--- src/rtl/truth_table_sweeper.sv ---
// truth_table_sweeper: reads back a 3-input combinational gate.
// It steps {in1,in2,in3} through vectors 000..111 and holds each vector for
// SETTLE_CYCLES+1 cycles. It samples the gate output on the last edge of
// each window and builds code, where bit[7-v] is the output for vector v.
// It then compares code against the reference value latched at start.
// Ports:
//   clk, rst_n   clock, asynchronous active-low reset
//   start        request a sweep (accepted in IDLE or DONE)
//   expected     reference code, latched when start is accepted
//   in1..in3     gate inputs; in1 is the vector MSB
//   out          gate output under test
//   busy, done   sweep in progress / result valid
//   code, match  captured truth table / code equals latched reference
`timescale 1ns/1ps
module truth_table_sweeper #(
  parameter int unsigned SETTLE_CYCLES = 4
) (
  input  logic       clk,
  input  logic       rst_n,
  input  logic       start,
  input  logic [7:0] expected,
  output logic       in1,
  output logic       in2,
  output logic       in3,
  input  logic       out,
  output logic       busy,
  output logic       done,
  output logic [7:0] code,
  output logic       match
);

  // Settle counter is at least 8 bits wide, so it covers 0..255 and up.
  localparam int unsigned CNT_W = ($clog2(SETTLE_CYCLES + 1) > 8) ?
                                  $clog2(SETTLE_CYCLES + 1) : 8;
  localparam logic [CNT_W-1:0] CNT_MAX = CNT_W'(SETTLE_CYCLES);

  typedef enum logic [1:0] {IDLE, RUN, DONE} state_e;

  state_e           state_q, state_d;
  logic [2:0]       vec_q, vec_d;
  logic [CNT_W-1:0] cnt_q, cnt_d;
  logic [7:0]       code_q, code_d;
  logic [7:0]       exp_q, exp_d;
  logic [2:0]       in_q, in_d;
  logic             busy_q, busy_d;
  logic             done_q, done_d;
  logic             match_q, match_d;

  // Next-state logic, plus output values computed from the next state.
  // Every output is registered and changes on the same edge as the state.
  always_comb begin
    state_d = state_q;
    vec_d   = vec_q;
    cnt_d   = cnt_q;
    code_d  = code_q;
    exp_d   = exp_q;

    case (state_q)
      IDLE, DONE: begin
        if (start) begin
          exp_d   = expected;
          code_d  = 8'h00;
          vec_d   = 3'd0;
          cnt_d   = '0;
          state_d = RUN;
        end
      end
      RUN: begin
        if (cnt_q < CNT_MAX) begin
          cnt_d = cnt_q + CNT_W'(1);
        end else begin
          // Last edge of the window: capture the output for this vector.
          code_d[3'd7 - vec_q] = out;
          cnt_d                = '0;
          if (vec_q == 3'd7) begin
            state_d = DONE;
          end else begin
            vec_d = vec_q + 3'd1;
          end
        end
      end
      default: state_d = IDLE;
    endcase

    busy_d  = (state_d == RUN);
    done_d  = (state_d == DONE);
    in_d    = busy_d ? vec_d : 3'b000;
    match_d = done_d && (code_d == exp_d);
  end

  // State and output registers.
  always_ff @(posedge clk or negedge rst_n) begin
    if (!rst_n) begin
      state_q <= IDLE;
      vec_q   <= 3'd0;
      cnt_q   <= '0;
      code_q  <= 8'h00;
      exp_q   <= 8'h00;
      in_q    <= 3'b000;
      busy_q  <= 1'b0;
      done_q  <= 1'b0;
      match_q <= 1'b0;
    end else begin
      state_q <= state_d;
      vec_q   <= vec_d;
      cnt_q   <= cnt_d;
      code_q  <= code_d;
      exp_q   <= exp_d;
      in_q    <= in_d;
      busy_q  <= busy_d;
      done_q  <= done_d;
      match_q <= match_d;
    end
  end

  assign in1   = in_q[2];
  assign in2   = in_q[1];
  assign in3   = in_q[0];
  assign busy  = busy_q;
  assign done  = done_q;
  assign code  = code_q;
  assign match = match_q;

endmodule
--- config.mk ---
export PLATFORM = sky130hd
export DESIGN_NAME = truth_table_sweeper
export DESIGN_NICKNAME = d
export VERILOG_FILES = /design/src/rtl/truth_table_sweeper.sv
export SDC_FILE = /design/constraint.sdc
export NUM_CORES = 1
export LEC_CHECK = 0
export ABC_AREA = 1
export CAP_MARGIN = 30
export CORE_MARGIN = 8
export CORE_UTILIZATION = 40
export CTS_CLUSTER_DIAMETER = 60
export DETAILED_ROUTE_END_ITERATION = 10
export PLACE_DENSITY = 0.73
export SLEW_MARGIN = 15
export SYNTH_ARGS = -nofsm -noshare
export SYNTH_HDL_FRONTEND = slang
export SYNTH_SLANG_ARGS = --single-unit
export TNS_END_PERCENT = 5
--- constraint.sdc ---
create_clock -name clk -period 3.1 [get_ports clk]
set_clock_uncertainty 0.2 [all_clocks]
set_input_delay 0.465 -clock clk [delete_from_list [all_inputs] [get_ports clk]]
set_output_delay 0.465 -clock clk [all_outputs]
set_load 0.01 [all_outputs]
==> flow_summary.toml <==
[floorplan]
ios = 26
die_height_microns = 84.06
die-area_sq_um = 7066
die_w_microns = 84.06
initial_utilization = 0.4198
core_area_sq_um = 4414
num_rows = 24

[power]
p_sw_frac = 0.4271
combPwrFrac = 0.497
irDropWorstVdd_mv = 0.4598
internal_power_w = 0.001212
total_power_w = 0.002115
sequentialPowerShare = 0.355
p_leak_nw = 1.029
p_sw_w = 0.0009032
clkPwrFrac = 0.148
power.density_nw_per_um2 = 961.0

[critical_path]
arrival_ns = 2.26
crit_buf_inv = 4
r2r_end = "match"
cp_max_fo = 11
path_cells = "clkdlybuf4s50_1 -> inv_1 -> nor2_2 -> inv_4 -> o21ai_2 -> inv_2 -> nand3_1 -> nand3_1 -> nor2_1 -> nand2_1 -> nor2_1"
endpoint_kind = "flop"
slowest_stage = "clkdlybuf4s50_1"
slowest_delay_ns = 0.46
crit_type = "in2reg"
crit_family = "simple AND/OR/NAND/NOR gates"
reg2reg_from = "state_q[0]"
reg2reg_setup_slack_ns = 1.12
startpoint_type = "input port"
reg2reg_depth = 9
required_ns = 3.12

[sta]
fmax_ghz = 0.4453
tightest_slew_ns = 0.5929
rsz0062_at_grt = "no"
setup_slack_ns = 0.8544
setup_viol = 0
min_period_ns = 2.246
final_hold_viol_count = 0
fin_tns_setup_ns = 0
timing.final.crit_share = 0.7244
maxSlewViolCount = 0
slew_headroom = 0.6043

[min_path]
hold_end = "cnt_q[0]"
hp-start = "cnt_q[0]"
whs_path_depth = 1
worstHoldPathType = "reg2reg"

[clock_tree]
path_clk_slew_ns = 0.07
cts.sinks = 35
clock-root-buffer = "clkbuf_8"
cts_tree = "built"
clk_path_buf_depth = 2
cts_buffers = 5
cts_hold_repair.buffers = 0
postCtsSetupRepairBufs = 0
cts_max_level = 2
cts_resized = 0
insertion_delay_ns = 0.29

[synthesis]
netlist_area_sq_um = 1853
ys_top_cells_by_area = "dfrtp_1 47%, nand2_1 12%, nand3_1 6.5%"
synthCells = 223
synth.top_cell.area_share = 0.4727
synth_cell_types = 29
ys_warn_count = 0
syn_area_per_cell_sq_um = 8.310
ys_ff_latch = 35
syn_nets = 237
synth-seq-area-share = 0.4727
yosys.area.top_type = "dfrtp_1"

[route]
drc = 0
routed_wl_microns = 3774
avgRoutedWirePerCell_microns = 12.50
num_vias = 1474
firstDrtPassIters = 4
ant_nets = 0
vias_per_cell = 4.881
drt-initial-drc-count = 154

[finish]
diodes = 0
final_common_cell = "nand2_1"
drive_above_1_share = 0.1760
fillCellCount = 407
nNetsFinal = 263
final_cell_mix = "58 x nand2_1, 35 x dfrtp_1, 25 x clkdlybuf4s50_1, 24 x nand3_1, 21 x inv_1"
syn2layout_area_growth_pct = 18.77

[placed_design]
port_buffers = 25
preCtsSetupSlack_ns = 0.6022
hpwl_microns = 2755
gp_congestion = 0.8635

[global_routing]
overflow = 0
grt_pass1_vias = 1533
grt_pass1_wl_microns = 6996
grt_max_degree = 36
grt.total_usage = 0.1189
antenna_found_initial = 0

[flow_run]
max-cap-violations = 0

[status]
status = "finished clean"
## worst register-to-register path: stages (launching register included)
cell and delay (ns):
dfrtp_1 0.40, nor2_2 0.49, inv_4 0.16, o21ai_2 0.19, inv_2 0.05, nand3_1 0.07
nand3_1 0.08, nor2_1 0.09, nand2_1 0.07, nor2_1 0.11
## stage by stage
stage / area, sq um / util / hold slack [ns] / std cells
6_report: 2201 / 0.4986 / 0.2847 / 302
5_1_grt: 2201 / 0.4986 / 0.3128 / 302
4_1_cts: 2201 / 0.4986 / 0.2904 / 302
3_5_place_dp: 2117 / 0.4796 / 0.2742 / 294
3_3_place_gp: 2117 / 0.4796 / 0.2778 / 294
2_1_floorplan: 1853 / - / -0.03059 / 223
## state kept, by name, indices dropped and copies added (netlist names)
| signal | cells |
|---|---|
| busy | 1 |
| cnt_q | 8 |
| code | 8 |
| done | 1 |
| exp_q | 8 |
| in_q | 3 |
| match | 1 |
| state_q | 2 |
| vec_q | 3 |
## Yosys cell counts
cell type / n
nand4_1: 3
o21ai_0: 6
nor3_2: 2
buf_2: 2
o21ai_2: 5
a21boi_0: 1
nand2_2: 3
o211ai_1: 1
clkinv_1: 1
nand3_1: 24
inv_2: 8
buf_4: 2
a32o_1: 2
inv_4: 2
nor2_8: 1
nand3_2: 4
ha_1: 2
or2_2: 2
dfrtp_1: 35
or2_1: 6
nor2_2: 6
buf_6: 3
inv_1: 21
nand3_4: 1
nor2_4: 1
nand2_1: 58
nor2_1: 14
a21oi_1: 4
o21ai_1: 3
## cell families after synthesis
family	after synthesis	synth area share
and+or+nand+nor	125	0.3369
DFF	35	0.4727
adders and majority gates	2	0.01350
AOI/OAI and AO/OA	22	0.07765
buffers and inverters	39	0.09925
## area by class of cell
| type | instances | area, sq um | area share |
|---|---|---|---|
| timing repair buffer | 26 | 257.7 | 0.1171 |
| tap | 52 | 65.06 | 0.02956 |
| clock buffer | 5 | 68.82 | 0.03127 |
| sequential | 35 | 875.8 | 0.3980 |
| clock inverter | 3 | 15.01 | 0.006822 |
| inverter | 32 | 125.1 | 0.05685 |
| multi-input combinational | 149 | 793.3 | 0.3604 |
## how the worst max path moves through the flow
stage	start	end	slack, ns	cells after the start
after global placement	start	match	0.66	11
after detailed placement	start	match	0.60	11
after global routing	start	match	0.58	11
after floorplan	start	match	1.46	10
final	start	match	0.85	11
after CTS	start	match	0.88	11
## per-layer routing
layer	routed length [microns]	track usage	share of wire
met5	0	0	0
met3	165	0.03809	0.044
met4	61	0.04710	0.016
met1	1834	0.1503	0.49
met2	1713	0.1818	0.45
## power by group through the flow
stage	Sequential [W]	Combinational, W	Clock [W]
after floorplan	0.000726	0.000801	0
after global placement	0.000757	0.00104	0
after detailed placement	0.000758	0.00105	0
after CTS	0.000751	0.00106	0.000328
after global routing	0.000777	0.00121	0.000346
final	0.000750	0.00105	0.000313
Note: power is estimated with default switching activity, not from simulation.
